<file path="src/rtl/csr_write_sequencer.sv">
// Serialises up to three CSR writes and one privilege-mode change per retiring instruction onto one write port.
// Latency: first strobe one cycle after capture; k writes + p priv keep ok_to_proceed low k+p+1 cycles.
// Backpressure: csr_ready low holds csr_we/csr_waddr/csr_wdata stable; the next slot issues the cycle after acceptance.
module csr_write_sequencer #(
    parameter int ADDR_W = 12,
    parameter int DATA_W = 64,
    parameter int MODE_W = 2
) (
    input  logic              clk,
    input  logic              rst,
    input  logic              CSR_wbEn,
    input  logic [ADDR_W-1:0] CSR_addr,
    input  logic [DATA_W-1:0] CSR_value,
    input  logic              CSR_wbEn2,
    input  logic [ADDR_W-1:0] CSR_addr2,
    input  logic [DATA_W-1:0] CSR_value2,
    input  logic              CSR_wbEn3,
    input  logic [ADDR_W-1:0] CSR_addr3,
    input  logic [DATA_W-1:0] CSR_value3,
    input  logic              priviledgeModeWrite,
    input  logic [MODE_W-1:0] newPriviledgeMode,
    input  logic              ok_to_proceed_overall,
    input  logic              csr_ready,
    output logic              csr_we,
    output logic [ADDR_W-1:0] csr_waddr,
    output logic [DATA_W-1:0] csr_wdata,
    output logic              priv_we,
    output logic [MODE_W-1:0] priv_mode,
    output logic              ok_to_proceed
);

    localparam logic [1:0] IDLE  = 2'd0;
    localparam logic [1:0] WRITE = 2'd1;
    localparam logic [1:0] PRIV  = 2'd2;

    logic [1:0]        state;
    logic              armed;
    logic [2:0]        mask;
    logic              priv_pend;
    logic [MODE_W-1:0] mode_q;
    logic [ADDR_W-1:0] addr_q [3];
    logic [DATA_W-1:0] data_q [3];
    logic [ADDR_W-1:0] addr_in [3];
    logic [DATA_W-1:0] data_in [3];
    logic [2:0]        en_in;
    logic [2:0]        mask_rem;
    logic [1:0]        first_idx;
    logic [1:0]        next_idx;
    logic              any_req;
    logic              capture;

    function automatic logic [1:0] low_idx(input logic [2:0] m);
        if (m[0])      return 2'd0;
        else if (m[1]) return 2'd1;
        else           return 2'd2;
    endfunction

    assign en_in      = {CSR_wbEn3, CSR_wbEn2, CSR_wbEn};
    assign any_req    = (|en_in) | priviledgeModeWrite;
    assign capture    = (state == IDLE) & armed & any_req;
    assign ok_to_proceed = (state == IDLE) & ~(armed & any_req);

    assign addr_in[0] = CSR_addr;
    assign addr_in[1] = CSR_addr2;
    assign addr_in[2] = CSR_addr3;
    assign data_in[0] = CSR_value;
    assign data_in[1] = CSR_value2;
    assign data_in[2] = CSR_value3;

    // mask still holds the slot on the bus; strip its lowest bit to find what follows
    assign mask_rem  = mask & ~(mask & (~mask + 3'd1));
    assign first_idx = low_idx(en_in);
    assign next_idx  = low_idx(mask_rem);

    always_ff @(posedge clk) begin
        if (capture) begin
            for (int i = 0; i < 3; i++) begin
                addr_q[i] <= addr_in[i];
                data_q[i] <= data_in[i];
            end
        end
    end

    always_ff @(posedge clk or posedge rst) begin
        if (rst) begin
            state     <= IDLE;
            armed     <= 1'b1;
            mask      <= 3'b000;
            priv_pend <= 1'b0;
            mode_q    <= '0;
            csr_we    <= 1'b0;
            csr_waddr <= '0;
            csr_wdata <= '0;
            priv_we   <= 1'b0;
            priv_mode <= '0;
        end else begin
            case (state)
                IDLE: begin
                    if (armed && any_req) begin
                        armed     <= 1'b0;
                        mask      <= en_in;
                        priv_pend <= priviledgeModeWrite;
                        mode_q    <= newPriviledgeMode;
                        if (|en_in) begin
                            state     <= WRITE;
                            csr_we    <= 1'b1;
                            csr_waddr <= addr_in[first_idx];
                            csr_wdata <= data_in[first_idx];
                        end else begin
                            state     <= PRIV;
                            priv_we   <= 1'b1;
                            priv_mode <= newPriviledgeMode;
                        end
                    end else if (ok_to_proceed_overall) begin
                        armed <= 1'b1;
                    end
                end
                WRITE: begin
                    if (csr_ready) begin
                        mask <= mask_rem;
                        if (|mask_rem) begin
                            csr_waddr <= addr_q[next_idx];
                            csr_wdata <= data_q[next_idx];
                        end else begin
                            csr_we <= 1'b0;
                            if (priv_pend) begin
                                state     <= PRIV;
                                priv_we   <= 1'b1;
                                priv_mode <= mode_q;
                            end else begin
                                state <= IDLE;
                            end
                        end
                    end
                end
                PRIV: begin
                    priv_we   <= 1'b0;
                    priv_pend <= 1'b0;
                    state     <= IDLE;
                end
                default: state <= IDLE;
            endcase
        end
    end

endmodule

</file>
<file path="config.mk">
export PLATFORM = sky130hd
export DESIGN_NAME = csr_write_sequencer
export DESIGN_NICKNAME = d
export VERILOG_FILES = /design/src/rtl/csr_write_sequencer.sv
export SDC_FILE = /design/constraint.sdc
export NUM_CORES = 1
export LEC_CHECK = 0
export BUFFER_PORTS_ARGS = -buffer_cell sky130_fd_sc_hd__buf_2
export CAP_MARGIN = 20
export CORE_MARGIN = 2
export CORE_UTILIZATION = 51
export DETAILED_ROUTE_END_ITERATION = 16
export GPL_TIMING_DRIVEN = 1
export PLACE_DENSITY = 0.83
export SLEW_MARGIN = 5
export SYNTH_ARGS = -nofsm -noshare
export SYNTH_HDL_FRONTEND = slang
export SYNTH_SLANG_ARGS = --single-unit
</file>
<file path="constraint.sdc">
create_clock -name clk -period 9.9 [get_ports clk]
set_input_delay 0.99 -clock clk [delete_from_list [all_inputs] [get_ports clk]]
set_output_delay 0.99 -clock clk [all_outputs]
set_load 0.02 [all_outputs]
</file>
* Yosys cells after proc, flatten, opt, wreduce, memory -nomap -nowiden *
Memories as Yosys holds them, arrays and structs flattened.
Cells that the tools add are included.

operators by class
  $add $sub $neg = 1
  magnitude comparators = 1
  equality and inequality tests = 9
  muxes and demuxes = 52
  bitwise logic cells = 11
  reductions and logical operators = 17

operators by type and width
  operator             count
  $mux 64              6
  $bmux 64 s2          1
  $pmux 64 s2          1
  $mux 12              6
  $mux 2               14
  $bmux 12 s2          1
  $pmux 12 s2          1
  $mux 1               14
  $ne 2x2->1 const B   6
  $reduce_and 6->1     2
  $reduce_and 5->1     2
  $pmux 2 s2           2
  $and 3x3->3          2
  $mux 3               2
  $not 3->3            2
  $pmux 3 s2           1
  $reduce_and 2->1     3
  $reduce_and 3->1     2
  $reduce_bool 2->1    3
  $reduce_or 3->1      2
  $and 1x1->1          4
  $pmux 1 s2           2
  $add 3x1->3 const B  1
  $ge 3x3->1 const B   1
  10 further kinds     10

word-level totals
  bits in registers = 89
  bits in writable memories = 228
  input bits = 238
  word-level logic and storage cells = 103
  memories kept = 2

memory list
  memory  depth  width  rd ports  clocked after Yosys merged registers in  wr ports  line  source
  data_q  3      64     1         0                                        3         42    logic [DATA_W-1:0] data_q [3];
  addr_q  3      12     1         0                                        3         41    logic [ADDR_W-1:0] addr_q [3];

* Longest topological paths before layout *
An unclocked memory read counts as a cell.

  depth in word-level cells = 11
  depth in mapped cells = 8

* Least setup slack after synthesis *
No wires, ideal clock.

  kind = input -> register
  start point = input CSR_wbEn2
  end point = register mode_q[0]
  arrival = 8145 ps
  data required time = 9805 ps
  slack = 1660 ps
  stages on the path = 4
  path buffers = 1
  cell sequence = buf_2 o41ai_1 nor3_2 mux2_2

on the way
  cells in the longest elaborated chain, start to end = 4

RTL lines
  element                     line  source
  start: declaration          14    input logic CSR_wbEn2,
  $reduce_or 3->1             59    assign any_req = (|en_in) | priviledgeModeWrite;
  $or 1x1->1                  59
  $logic_and 1x1->1           99    if (armed && any_req) begin
  $reduce_and 2->1 (no line)  n/a
  end signal: assignment      103   mode_q <= newPriviledgeMode;
  end: declaration            40    logic [MODE_W-1:0] mode_q;

Every way passes these cells.
A chain may end at the register's enable or synchronous reset.

* Final worst setup path *
  start point = input CSR_wbEn2
  end point = output ok_to_proceed

on the way
  cells in the longest elaborated chain, start to end = 5

RTL lines
  element           line  source
  $reduce_or 3->1   59
  $or 1x1->1        59
  $and 1x1->1       61    assign ok_to_proceed = (state == IDLE) & ~(armed & any_req);
  $not 1->1         61
  $and 1x1->1       61
  end: declaration  29    output logic ok_to_proceed

Every way passes these cells.

==> results.py <==
metrics = {
    "run_status": {
        "status": "complete, no violations",
    },
    "layout": {
        "area_delta_synth_final_pct": 23.1,
        "drive_gt1_frac": 0.329,
        "fin_util": 0.638,
        "fin_nets": 1347,
        "final_cells": 1405,
        "final_common_cell": "buf_2",
        "layout_common_cells": "buf_2, edfxtp_1, dfrtp_1",
    },
    "clocking": {
        "cts_made_buffers": 25,
        "cts_hold_buffers": 0,
        "cts_root_buf": "clkbuf_16",
        "cts_htree_levels": 1,
        "cts.sinks": 241,
        "cts_max_path_buffers": 3,
        "cts_resized": 0,
        "path_clk_slew_ns": 0.06,
        "cts_setup_buffers": 0,
        "insertion_delay_ns": 0.50,
        "cts_tree": "done",
    },
    "sta": {
        "min_period_over_period": 0.358,
        "fin_setup_tns_ns": 0,
        "rsz0062_at_grt": "false",
        "fmax_mhz": 282,
        "setup_viol": 0,
        "period_needed_ns": 3.54,
        "skew_ns": 0.00529,
        "hold_violations": 0,
        "tightestPinTransition_ns": 0.923,
        "relSlewSlack": 0.385,
        "report.final.slew_viol_count": 0,
    },
    "placement": {
        "gp_congestion": 0.808,
        "io_buffers": 318,
        "dp_hpwl_um": 18600,
        "placedCellCount": 1356,
    },
    "die": {
        "dieArea_mm2": 0.0225,
        "die_h_um": 150,
        "io_pins": 319,
        "die_w_um": 150,
        "start_util": 0.518,
        "coreArea_mm2": 0.0210,
        "rows": 53,
    },
    "setup_path": {
        "path_cells": "buf_4, o41ai_1, and2_1, buf_2",
        "cp.required_ns": 8.91,
        "crit_path_end_kind": "primary output",
        "cp_slowest_cell": "o41ai_1",
        "path_delay_family": "compound AO/OA/AOI/OAI gates",
        "crit_arrival_ns": 2.55,
        "cp.buffers_inverters": 2,
        "crit_type": "in -> out",
        "critPathLaunchType": "input pin",
        "max_stage_delay_ns": 0.82,
        "cp_max_fo": 82,
    },
    "yosys": {
        "synth_cells": 832,
        "seq_area_frac_synth": 0.624,
        "async_flop_share": 0.369,
        "syn_area_mm2": 0.0109,
        "ys_seq_elements": 241,
        "synth-main-ff-cell": "edfxtp_1",
        "synth_fp_nets": 1070,
        "synth_edf_count": 152,
        "avgSynthCellArea_um2": 13.1,
        "yosys_warnings": 0,
        "synth.distinct_cells": 34,
    },
    "power_and_ir_drop": {
        "combPwrFrac": 0.368,
        "finalPower_uw": 4140,
        "ir_drop_uv": 150,
        "sw_frac_of_total": 0.362,
        "p_per_area_mw_per_mm2": 309,
        "p_sw_uw": 1500,
        "pwr-share-clk": 0.222,
        "seqPwrFrac": 0.410,
        "p_leak_uw": 0.00554,
        "internal_power_uw": 2640,
    },
    "global_routing": {
        "grt_antenna_before_repair": 3,
        "globalRouteOverflowTotal": 0,
        "grt_usage": 0.247,
        "grt_max_degree": 91,
        "grt_pass1_vias": 8314,
        "grt_pass1_wl_um": 43700,
    },
    "hold_path": {
        "hold_path_class": "reg -> reg",
    },
    "route": {
        "wl_um": 28700,
        "ant_nets": 0,
        "drc_errors": 0,
        "vias_per_cell": 5.92,
        "dr.pass1.iters": 5,
        "avgRoutedWirePerCell_um": 20.4,
        "drt_iter0_markers": 409,
        "vias": 8324,
    },
    "run": {
        "max-cap-violations": 0,
    },
}
final timing paths:
| kind | from | end | slack [ns] | cells after the start |
|---|---|---|---|---|
| worst max-delay path | CSR_wbEn2 | ok_to_proceed | 6.36 | 4 |
| worst min-delay path | csr_wdata[44]$_DFFE_PP0P_ | csr_wdata[44]$_DFFE_PP0P_ | 0.48 | 1 |
| worst max register to register | state[0]$_DFFE_PP0P_ | csr_wdata[2]$_DFFE_PP0P_ | 6.51 | 5 |
| worst min register to register | csr_wdata[44]$_DFFE_PP0P_ | csr_wdata[44]$_DFFE_PP0P_ | 0.48 | 1 |
| max in group asynchronous | rst | csr_wdata[14]$_DFFE_PP0P_ | 8.14 | 3 |
| min in group asynchronous | rst | csr_wdata[58]$_DFFE_PP0P_ | 0.50 | 2 |
cell usage after synthesis (3+ instances only):
library cell	number	area, µm²
buf_2	25	125
buf_6	3	33.8
clkbuf_1	42	158
inv_1	3	11.3
o21a_1	76	571
nand2_1	17	63.8
a211oi_1	76	571
buf_1	7	26.3
dfrtp_1	88	2200
o221ai_1	76	666
nor2_1	6	22.5
mux2_2	4	45.0
edfxtp_1	152	4560
mux2i_1	76	761
o21ai_0	81	405
a21oi_1	4	20.0
nor2b_1	77	482
layer usage:
layer	routed length (µm)	track usage	part of all wire
met5	0	0	0
met1	11100	0.308	0.38
met4	780	0.0797	0.027
met2	14400	0.426	0.50
met3	2500	0.0600	0.087
registers in the layout, summed over array words and instances, names as in the netlist:
signal and flops:
addr_q 24, armed 1, csr_waddr 12, csr_wdata 64
csr_we 1, data_q 128, mask 3, mode_q 2
priv_mode 2, priv_pend 1, priv_we 1, state 2
worst register-to-register path, stage by stage, from the launching register on:
cell,delay (ns)
dfrtp_1,0.61
nor2b_1,0.49
a32o_4,0.79
buf_4,0.84
o221ai_1,0.37
o21a_1,0.17
through the flow:
stage | cell area [µm²] | setup WS [ns] | hold WS, ns
2_1_floorplan | 10900 | 1.66 | 0.481
3_3_place_gp | 12600 | 5.97 | 0.468
3_5_place_dp | 12600 | 5.89 | 0.474
4_1_cts | 13400 | 6.32 | 0.487
5_1_grt | 13400 | 6.18 | 0.497
6_report | 13400 | 6.36 | 0.484
power by group through the flow:
stage / combinational (µW) / sequential (µW) / clock [µW]
after floorplan: 891 / 1930 / 0
after global placement: 1470 / 1700 / 0
after detailed placement: 1520 / 1720 / 0
after CTS: 1530 / 1700 / 937
after global routing: 1660 / 1740 / 982
final: 1520 / 1700 / 920
final cells by class:
cell class / count / area (µm²)
antenna: 4 / 10.0
clock buffer: 36 / 677
clock inverter: 8 / 111
fill: 1606 / 7610
inverter: 4 / 17.5
multi-input combinational: 509 / 3760
sequential: 241 / 6790
tap: 275 / 344
timing repair buffer: 328 / 1690
kinds of logic after synthesis:
group	Yosys count	share of synthesized area
compound gates	320	0.210
flops	241	0.624
simple gates	108	0.0576
buf+inv	82	0.0336
mux	80	0.0740
fa+ha+maj	1	0.000919
(Power assumes the default switching activity.)
